$ cat src/rtl/inst_fetch_unit_pkg.sv
// Shared CPU definitions for the fetch stage.
// Contents: opcode constants, instruction width, the queue entry layout,
// the fetch FSM state encoding and jump predecode helpers.
package inst_fetch_unit_pkg;

    localparam int unsigned INST_W = 32;

    localparam logic [5:0] OP_R_TYPE = 6'b000000;
    localparam logic [5:0] OP_J      = 6'b000010;
    localparam logic [5:0] OP_BEQ    = 6'b000100;

    localparam logic [INST_W-1:0] NOP = 32'h0000_0000;

    // One fetch-queue entry: instruction address in the upper half.
    typedef struct packed {
        logic [31:0]       pc;
        logic [INST_W-1:0] inst;
    } fetch_entry_t;

    localparam int unsigned ENTRY_W = $bits(fetch_entry_t);

    typedef enum logic [1:0] {
        ST_BOOT   = 2'd0,
        ST_RUN    = 2'd1,
        ST_HALTED = 2'd2
    } fetch_state_e;

    // True when the word is an unconditional J.
    function automatic logic is_jump(input logic [INST_W-1:0] inst);
        return inst[31:26] == OP_J;
    endfunction

    // J target: region bits of PC+4 with the 26-bit word index.
    function automatic logic [31:0] jump_target(input logic [31:0]       pc_plus4,
                                                input logic [INST_W-1:0] inst);
        return {pc_plus4[31:28], inst[25:0], 2'b00};
    endfunction

endpackage

$ cat src/rtl/inst_fetch_unit_fetch_queue.sv
// fetch_queue: QDEPTH-entry synchronous FIFO of {PC, Inst} pairs.
// Ports:
//   clk, rst_n   clock, asynchronous active-low reset
//   push, pop    enqueue din / dequeue head (ignored when full / empty)
//   flush        empty the queue; wins over push
//   din          entry to enqueue
//   dout         registered head entry; holds its last value while empty
//   valid        registered "queue not empty"
//   count        number of stored entries
module fetch_queue
    import inst_fetch_unit_pkg::*;
#(
    parameter int unsigned QDEPTH = 2,
    localparam int unsigned PTR_W = $clog2(QDEPTH),
    localparam int unsigned CNT_W = $clog2(QDEPTH) + 1
) (
    input  logic               clk,
    input  logic               rst_n,
    input  logic               push,
    input  logic               pop,
    input  logic               flush,
    input  logic [ENTRY_W-1:0] din,
    output logic [ENTRY_W-1:0] dout,
    output logic               valid,
    output logic [CNT_W-1:0]   count
);

    logic [ENTRY_W-1:0] mem_q [QDEPTH];
    logic [PTR_W-1:0]   rd_q, rd_d;
    logic [PTR_W-1:0]   wr_q, wr_d;
    logic [CNT_W-1:0]   count_q, count_d;
    logic [ENTRY_W-1:0] dout_q, dout_d;
    logic               valid_q, valid_d;
    logic               do_push;
    logic               do_pop;

    // Next pointers, count and head register.
    always_comb begin
        do_pop  = pop & (count_q != '0);
        do_push = push & ~flush & ((count_q != CNT_W'(QDEPTH)) | do_pop);
        rd_d    = rd_q;
        wr_d    = wr_q;
        count_d = count_q;
        dout_d  = dout_q;
        if (flush) begin
            rd_d    = '0;
            wr_d    = '0;
            count_d = '0;
        end else begin
            if (do_pop) begin
                rd_d = rd_q + PTR_W'(1);
            end
            if (do_push) begin
                wr_d = wr_q + PTR_W'(1);
            end
            count_d = count_q + CNT_W'(do_push) - CNT_W'(do_pop);
            // The new head may be the entry being written this cycle.
            if (count_d != '0) begin
                dout_d = (do_push && (wr_q == rd_d)) ? din : mem_q[rd_d];
            end
        end
        valid_d = (count_d != '0);
    end

    // Queue state registers.
    always_ff @(posedge clk or negedge rst_n) begin
        if (!rst_n) begin
            rd_q    <= '0;
            wr_q    <= '0;
            count_q <= '0;
            dout_q  <= '0;
            valid_q <= 1'b0;
        end else begin
            rd_q    <= rd_d;
            wr_q    <= wr_d;
            count_q <= count_d;
            dout_q  <= dout_d;
            valid_q <= valid_d;
        end
    end

    // Storage array.
    always_ff @(posedge clk or negedge rst_n) begin
        if (!rst_n) begin
            for (int i = 0; i < int'(QDEPTH); i++) begin
                mem_q[i] <= '0;
            end
        end else if (do_push) begin
            mem_q[wr_q] <= din;
        end
    end

    assign dout  = dout_q;
    assign valid = valid_q;
    assign count = count_q;

endmodule

$ cat src/rtl/inst_fetch_unit.sv
// inst_fetch_unit: fetch stage in front of a combinational instruction ROM.
// Owns the PC, predecodes J for bubble-free jumps, takes branch redirects
// from execute and hands {PC, Inst} pairs to the decoder through a queue.
// Ports:
//   Clk, Rst_n        clock, asynchronous active-low reset
//   Addr              ROM address (current PC)
//   Inst              ROM data for Addr, same cycle
//   Halt              stop issuing fetches; queue keeps draining
//   Redirect_Valid    taken branch; flushes queue, loads Redirect_Target
//   Redirect_Target   new PC
//   Out_Valid         queue head valid
//   Out_Ready         decoder accepts the head this cycle
//   Out_Inst, Out_PC  head instruction and its address
module inst_fetch_unit
    import inst_fetch_unit_pkg::*;
#(
    parameter logic [31:0] RESET_PC = 32'h0000_0000,
    parameter int unsigned QDEPTH   = 2
) (
    input  logic        Clk,
    input  logic        Rst_n,
    output logic [31:0] Addr,
    input  logic [31:0] Inst,
    input  logic        Halt,
    input  logic        Redirect_Valid,
    input  logic [31:0] Redirect_Target,
    output logic        Out_Valid,
    input  logic        Out_Ready,
    output logic [31:0] Out_Inst,
    output logic [31:0] Out_PC
);

    localparam int unsigned CNT_W = $clog2(QDEPTH) + 1;

    fetch_state_e       state_q, state_d;
    logic [31:0]        pc_q, pc_d;
    logic [31:0]        pc_plus4;
    logic               fetch_en;
    logic               pop;
    logic [ENTRY_W-1:0] push_entry;
    logic [ENTRY_W-1:0] q_dout;
    logic               q_valid;
    logic [CNT_W-1:0]   q_count;
    fetch_entry_t       head;

    assign pc_plus4   = pc_q + 32'd4;
    assign pop        = q_valid & Out_Ready;
    assign push_entry = {pc_q, Inst};

    // FSM next state, fetch enable and next-PC mux (redirect > jump > +4 > hold).
    always_comb begin
        state_d  = state_q;
        pc_d     = pc_q;
        fetch_en = 1'b0;
        unique case (state_q)
            ST_BOOT:   state_d = ST_RUN;
            ST_RUN:    if (Halt)  state_d = ST_HALTED;
            ST_HALTED: if (!Halt) state_d = ST_RUN;
            default:   state_d = ST_BOOT;
        endcase
        // A pop this cycle frees a slot even when the queue is full.
        if ((state_q == ST_RUN) && !Halt && !Redirect_Valid &&
            ((q_count < CNT_W'(QDEPTH)) || pop)) begin
            fetch_en = 1'b1;
        end
        if (Redirect_Valid) begin
            pc_d = Redirect_Target;
        end else if (fetch_en) begin
            pc_d = is_jump(Inst) ? jump_target(pc_plus4, Inst) : pc_plus4;
        end
    end

    // State and PC registers.
    always_ff @(posedge Clk or negedge Rst_n) begin
        if (!Rst_n) begin
            state_q <= ST_BOOT;
            pc_q    <= RESET_PC;
        end else begin
            state_q <= state_d;
            pc_q    <= pc_d;
        end
    end

    fetch_queue #(
        .QDEPTH (QDEPTH)
    ) u_queue (
        .clk   (Clk),
        .rst_n (Rst_n),
        .push  (fetch_en),
        .pop   (pop),
        .flush (Redirect_Valid),
        .din   (push_entry),
        .dout  (q_dout),
        .valid (q_valid),
        .count (q_count)
    );

    assign head      = fetch_entry_t'(q_dout);
    assign Addr      = pc_q;
    assign Out_Valid = q_valid;
    assign Out_Inst  = head.inst;
    assign Out_PC    = head.pc;

endmodule

$ cat config.mk
export PLATFORM = sky130hd
export DESIGN_NAME = inst_fetch_unit
export DESIGN_NICKNAME = d
export VERILOG_FILES = /design/src/rtl/inst_fetch_unit_pkg.sv /design/src/rtl/inst_fetch_unit_fetch_queue.sv /design/src/rtl/inst_fetch_unit.sv
export SDC_FILE = /design/constraint.sdc
export NUM_CORES = 1
export LEC_CHECK = 0
export CAP_MARGIN = 30
export CORE_ASPECT_RATIO = 1.5
export CORE_MARGIN = 4
export CORE_UTILIZATION = 55
export DETAILED_ROUTE_END_ITERATION = 6
export GPL_TIMING_DRIVEN = 0
export PLACE_DENSITY = 0.81
export SLEW_MARGIN = 25
export SYNTH_ARGS = -nofsm -noshare
export SYNTH_HDL_FRONTEND = slang
export SYNTH_HIERARCHICAL = 1
export SYNTH_SLANG_ARGS = --single-unit
$ cat constraint.sdc
create_clock -name Clk -period 4.4 [get_ports Clk]
set_clock_uncertainty 0.15 [all_clocks]
set_input_delay 0.88 -clock Clk [delete_from_list [all_inputs] [get_ports Clk]]
set_output_delay 0.88 -clock Clk [all_outputs]
set_load 0.005 [all_outputs]
==> impl_metrics.json, run 1 <==
{
  "status": "finished, final reports clean",
  "die_w_um": 125,
  "path_clk_slew_ns": 0.07,
  "worstPathCellList": "clkdlybuf4s50_1 -> or3b_1 -> or3_1 -> clkinvlp_4 -> o311ai_4 -> ha_1 -> inv_1 -> ha_1 -> xor3_1 -> o21ai_2 -> inv_2 -> o21a_1 -> buf_6 -> buf_6 -> a221oi_2",
  "grt_pass1_wl_um": 49300,
  "numPortBuffers": 165,
  "yosys.cell_count.top_type": "dfrtp_1",
  "finalHoldViolCount": 0,
  "setup_viol": 0,
  "end_kind": "register",
  "grt_max_degree": 73,
  "design_area_sq_mm": 0.0142,
  "cts_sinks": 231,
  "synthDistinctLibCells": 65,
  "antenna_left": 0,
  "grt_use_total_pct": 26.8,
  "cts.path.max_buffers": 3,
  "placed_area_sq_mm": 0.0134,
  "hold_class": "in2async",
  "root_buffer": "clkbuf_16",
  "place_congestion": 0.949,
  "drt_iter0_markers": 738,
  "cellLeakagePower_nw": 6.74,
  "ios": 166,
  "ys_ff_latch": 231,
  "grt_pass1_vias": 8889,
  "wl_per_cell_um": 22.1,
  "dr.pass1.iters": 5,
  "cpPeakStageDelay_ns": 0.49,
  "cts_tree": "yes",
  "die_h_um": 183,
  "cp-start-kind": "input port",
  "utilization_pct": 70.7,
  "cp_slowest_cell": "clkdlybuf4s50_1",
  "cp.arrival_ns": 4.49,
  "hpwl_um": 22400,
  "clock_latency_ns": 0.51,
  "seq_area_frac_synth_pct": 51.2,
  "syn_area_sq_mm": 0.0113,
  "rows": 63,
  "powerDensity_mw_per_mm2": 582,
  "dp_cells": 1361,
  "synthArstFlopShare_pct": 100,
  "rsz0062_at_grt": "false",
  "vias_per_cell": 5.98,
  "ys.flop_type": "dfrtp_1",
  "synthCells": 933,
  "stdcell_count": 1403,
  "slew_headroom_pct": 47.7,
  "antennaDiodeCount": 0,
  "vdd_drop_max_mv": 0.440,
  "whs_ns": 0.0663,
  "drv_cap": 0,
  "initial_core_util_pct": 56.4,
  "max_freq_mhz": 237,
  "synth_top_area_share_pct": 51.2,
  "drv_slew": 0,
  "postSynthAreaPerCell_sq_um": 12.1,
  "fin_ws_ns": 0.173,
  "p_total_mw": 8.24,
  "nNetsFinal": 1201,
  "path_class": "in2reg",
  "required_ns": 4.66,
  "crit_fanout": 10,
  "cts_buffers": 22,
  "drive_gt1_share_pct": 25.6,
  "setup-tns-final_ns": 0,
  "worst_pin_slew_ns": 0.785,
  "synthesis.nets": 1005,
  "routed_wl_um": 31000,
  "synth_edf_count": 0,
  "num_vias": 8394,
  "place_ws_ns": -0.623,
  "antenna_found_initial": 0,
  "htree_levels": 1,
  "hold_buffers": 0,
  "core_sq_mm": 0.0200,
  "min_period_over_period_pct": 96.1,
  "fin_crit_ns": 4.23,
  "synth_top_area_cell": "dfrtp_1",
  "synth_common_cells": "231 x dfrtp_1, 132 x mux2_2, 87 x nor2_1, 76 x inv_1, 66 x mux2i_1",
  "drc": 0,
  "die-area_sq_mm": 0.0229,
  "synth_warnings": 6,
  "grt_overflow_total": 0,
  "synth_top_cells_by_area": "dfrtp_1 51%, mux2_2 13%, a221oi_2 7.8%, mux2i_1 5.9%, nor2_1 2.9%",
  "area_growth_pct": 25.3,
  "n_fill_cell": 1471
}
-- power by group --
group	leakage, nW	switching, mW	internal (mW)	total [mW]
logic	3.53	1.07	1.58	2.65
clock network	0.364	0.830	1.19	2.02
registers	2.85	0.583	2.98	3.57
-- cell type report --
| class | instances | area [sq um] | area share [%] |
|---|---|---|---|
| multi-input cells | 566 | 4840 | 34.2 |
| clock buffers | 26 | 587 | 4.15 |
| inverters | 78 | 297 | 2.10 |
| well taps | 260 | 325 | 2.30 |
| clock inverters | 12 | 171 | 1.21 |
| flip-flops and latches | 231 | 5780 | 40.8 |
| repair buffers | 172 | 1770 | 12.5 |
| plain buffers | 58 | 380 | 2.69 |
-- worst paths after layout --
check                                              startpoint                       endpoint  slack, ns  cells after the start
worst max register to register         state_q[1]$_DFFE_PN0P_   u_queue/dout[46]$_DFFE_PN0P_       0.60                     14
min in group Clk                u_queue/mem_q[83]$_DFFE_PN0P_  u_queue/mem_q[83]$_DFFE_PN0P_       0.36                      1
worst min register to register  u_queue/mem_q[83]$_DFFE_PN0P_  u_queue/mem_q[83]$_DFFE_PN0P_       0.36                      1
worst max-delay path                                     Halt   u_queue/dout[46]$_DFFE_PN0P_       0.17                     15
worst min-delay path                                    Rst_n   u_queue/dout[25]$_DFFE_PN0P_       0.07                      1
max in group asynchronous                               Rst_n  u_queue/mem_q[61]$_DFFE_PN0P_       3.05                      3
-- sequential cells by signal (all words and copies together) (netlist names) --
register and cells:
u_queue/mem_q 128, u_queue/dout 64, Addr 32, state_q 2, u_queue/count 2, u_queue/rd_q 1, u_queue/valid 1, u_queue/wr_q 1
-- placed cells by master, fill, tap and decap left out, types with 4 or more instances in the layout --
| master | n |
|---|---|
| a21oi_1 | 15 |
| a221oi_1 | 8 |
| a221oi_2 | 59 |
| a22oi_1 | 9 |
| and2_1 | 7 |
| buf_2 | 21 |
| buf_4 | 13 |
| buf_6 | 13 |
| bufinv_16 | 4 |
| clkbuf_1 | 15 |
| clkbuf_16 | 23 |
| clkdlybuf4s50_1 | 164 |
| clkinv_2 | 4 |
| clkinvlp_4 | 4 |
| dfrtp_1 | 231 |
| inv_1 | 76 |
| mux2_2 | 132 |
| mux2i_1 | 66 |
| nand2_1 | 33 |
| nand3_1 | 11 |
| nand4_1 | 16 |
| nor2_1 | 87 |
| nor3_1 | 9 |
| o21a_1 | 5 |
| o21ai_0 | 28 |
| o221ai_1 | 5 |
| o22ai_1 | 5 |
| or3_1 | 4 |
| xnor2_1 | 5 |
| xor2_1 | 11 |
-- what timing repair did --
action	CTS	global route
gates resized for setup	0	3
pin swaps	1	0
cloned	0	0
endpoints found under the setup margin	60	64
setup buffers	3	1
-- worst max-delay path, delay by kind of cell --
family | cells | cell delay [ns]
simple gates | 2 | 0.94
buf+inv | 6 | 1.14
xor+xnor | 1 | 0.25
compound gates | 4 | 0.79
fa+ha+maj | 2 | 0.47
-- kinds of logic (layout without fill, tap and decap cells) --
| family | Yosys count | after routing | synth area share, % |
|---|---|---|---|
| xor+xnor | 17 | 17 | 1.45 |
| flops | 231 | 231 | 51.2 |
| mux | 198 | 198 | 19.0 |
| buf+inv | 136 | 346 | 5.94 |
| compound gates | 157 | 157 | 13.9 |
| fa+ha+maj | 3 | 3 | 0.332 |
| simple gates | 191 | 191 | 8.17 |
-- metal layers --
metal | vias to the layer above | part of all wire, % | GRT usage [%]
li1 | 3761 | - | -
met4 | 0 | 4.0 | 10.4
met3 | 89 | 6.6 | 4.65
met2 | 333 | 50 | 46.9
met1 | 4211 | 39 | 33.4
met5 | - | 0 | 0
No activity file was read; power rests on OpenSTA's default activity.
==> run 2: changes to the inputs <==
--- a/config.mk
+++ b/config.mk
@@ -9,8 +9,10 @@
 export CORE_ASPECT_RATIO = 1.5
 export CORE_MARGIN = 4
 export CORE_UTILIZATION = 55
+export CTS_CLUSTER_SIZE = 8
 export DETAILED_ROUTE_END_ITERATION = 6
 export GPL_TIMING_DRIVEN = 0
+export MAX_ROUTING_LAYER = met4
 export PLACE_DENSITY = 0.81
 export SLEW_MARGIN = 25
 export SYNTH_ARGS = -nofsm -noshare
==> impl_metrics.json, run 2 (synthesis results as in run 1) <==
{
  "crit_fanout": 10,
  "regMostFlops": "u_queue/mem_q",
  "hold_class": "in2async",
  "place_congestion": 0.971,
  "core_sq_mm": 0.0200,
  "mostFrequentLayoutCells": "231 x dfrtp_1, 164 x clkdlybuf4s50_1, 132 x mux2_2",
  "wl_per_cell_um": 22.9,
  "placed_area_sq_mm": 0.0133,
  "root_buffer": "clkbuf_16",
  "p_seq_share_pct": 41.8,
  "cts_tree": "yes",
  "fin_crit_ns": 4.24,
  "cts_buffers": 34,
  "drive_gt1_share_pct": 25.8,
  "p_clk_share_pct": 27.1,
  "die_h_um": 183,
  "cts.path.max_buffers": 3,
  "hpwl_um": 22400,
  "min_period_over_period_pct": 96.3,
  "max_freq_mhz": 236,
  "cts_sinks": 231,
  "antenna_left": 0,
  "p_int_mw": 6.04,
  "largest_register_ffs": 128,
  "setup_viol": 0,
  "slew_headroom_pct": 43.0,
  "cp-start-kind": "input port",
  "vias_per_cell": 6.10,
  "p_sw_mw": 2.54,
  "rsz0062_at_grt": "false",
  "die_w_um": 125,
  "antenna_found_initial": 1,
  "grt_pass1_wl_um": 50500,
  "routed_wl_um": 32100,
  "status": "finished, final reports clean",
  "die-area_sq_mm": 0.0229,
  "dr.pass1.iters": 7,
  "drc": 0,
  "path_clk_slew_ns": 0.05,
  "design_area_sq_mm": 0.0143,
  "place_ws_ns": -0.679,
  "cellLeakagePower_nw": 6.83,
  "ios": 166,
  "drv_cap": 0,
  "fin_ws_ns": 0.161,
  "setup-tns-final_ns": 0,
  "power_frac_comb_pct": 31.1,
  "grt_max_degree": 93,
  "hold_buffers": 0,
  "initial_core_util_pct": 56.4,
  "finalHoldViolCount": 0,
  "area_growth_pct": 26.6,
  "switching_share_pct": 29.6,
  "grt_use_total_pct": 28.6,
  "grt_pass1_vias": 9071,
  "cp.arrival_ns": 4.44,
  "required_ns": 4.60,
  "num_vias": 8556,
  "numPortBuffers": 165,
  "regArea_sq_mm": 0.00578,
  "nNetsFinal": 1211,
  "htree_levels": 2,
  "n_fill_cell": 1478,
  "multi_input_area_sq_mm": 0.00485,
  "path_class": "in2reg",
  "vdd_drop_max_mv": 0.479,
  "worst_pin_slew_ns": 0.856,
  "end_kind": "register",
  "drv_slew": 0,
  "final_common_cell": "dfrtp_1",
  "clock_latency_ns": 0.49,
  "powerDensity_mw_per_mm2": 600,
  "grt_overflow_total": 0,
  "drt_iter0_markers": 671,
  "rows": 63
}
run 2: worst paths after layout:
kind                                          startpoint                            end  slack (ns)  cells past startpoint
min reg2reg                u_queue/mem_q[22]$_DFFE_PN0P_  u_queue/mem_q[22]$_DFFE_PN0P_        0.35                      1
min                                                Rst_n   u_queue/dout[25]$_DFFE_PN0P_        0.20                      1
max reg2reg                       state_q[1]$_DFFE_PN0P_    u_queue/dout[2]$_DFFE_PN0P_        0.61                     14
min in group Clk           u_queue/mem_q[22]$_DFFE_PN0P_  u_queue/mem_q[22]$_DFFE_PN0P_        0.35                      1
max                                                 Halt    u_queue/dout[2]$_DFFE_PN0P_        0.16                     15
max in group asynchronous                          Rst_n  u_queue/mem_q[51]$_DFFE_PN0P_        3.07                      2
run 2: metal layers:
layer	share of wire [%]	global-route usage [%]
met1	39	34.6
met2	51	48.0
met3	5.4	3.95
met4	5.0	12.9
met5	0	-
run 2: power by group through the flow:
stage                     registers [mW]  clock network (mW)  logic, mW
after floorplan                     3.45                   0       1.49
after global routing                3.68                2.45       2.89
after CTS                           3.58                2.35       2.68
after global placement              3.55                   0       2.56
final                               3.58                2.33       2.67
after detailed placement            3.59                   0       2.63
run 2: area by class of cell:
class                   instances  share of cell area [%]
flip-flops and latches        231                    40.4
repair buffers                170                    12.1
diodes                          1                  0.0175
well taps                     260                    2.28
clock buffers                  38                    6.50
inverters                      78                    2.07
plain buffers                  58                    2.66
multi-input cells             566                    33.9
run 2: through the flow:
stage | hold WS, ns | cells | power, mW | util, %
finish | 0.197 | 1402 | 8.58 | 71.4
global route | 0.221 | 1402 | 9.02 | 71.4
floorplan | 0.329 | 933 | 4.94 | -
detailed placement | 0.342 | 1360 | 6.22 | 66.6
global placement | 0.336 | 1358 | 6.10 | 66.3
CTS | 0.208 | 1401 | 8.61 | 71.3
run 2: timing repair:
item,CTS,global route
pin swaps,1,0
buffers inserted,3,0
gates resized for setup,2,3
setup endpoints to repair,60,61
run 2: critical path, stage by stage:
cell and delay, ns:
clkdlybuf4s50_1 0.48, or3b_1 0.45, or3_4 0.42, inv_4 0.18
o311ai_4 0.19, ha_1 0.33, inv_1 0.06, ha_1 0.14
xor3_1 0.24, o21ai_2 0.24, inv_2 0.07, clkbuf_4 0.25
buf_2 0.24, nor2_1 0.19, a221oi_2 0.07
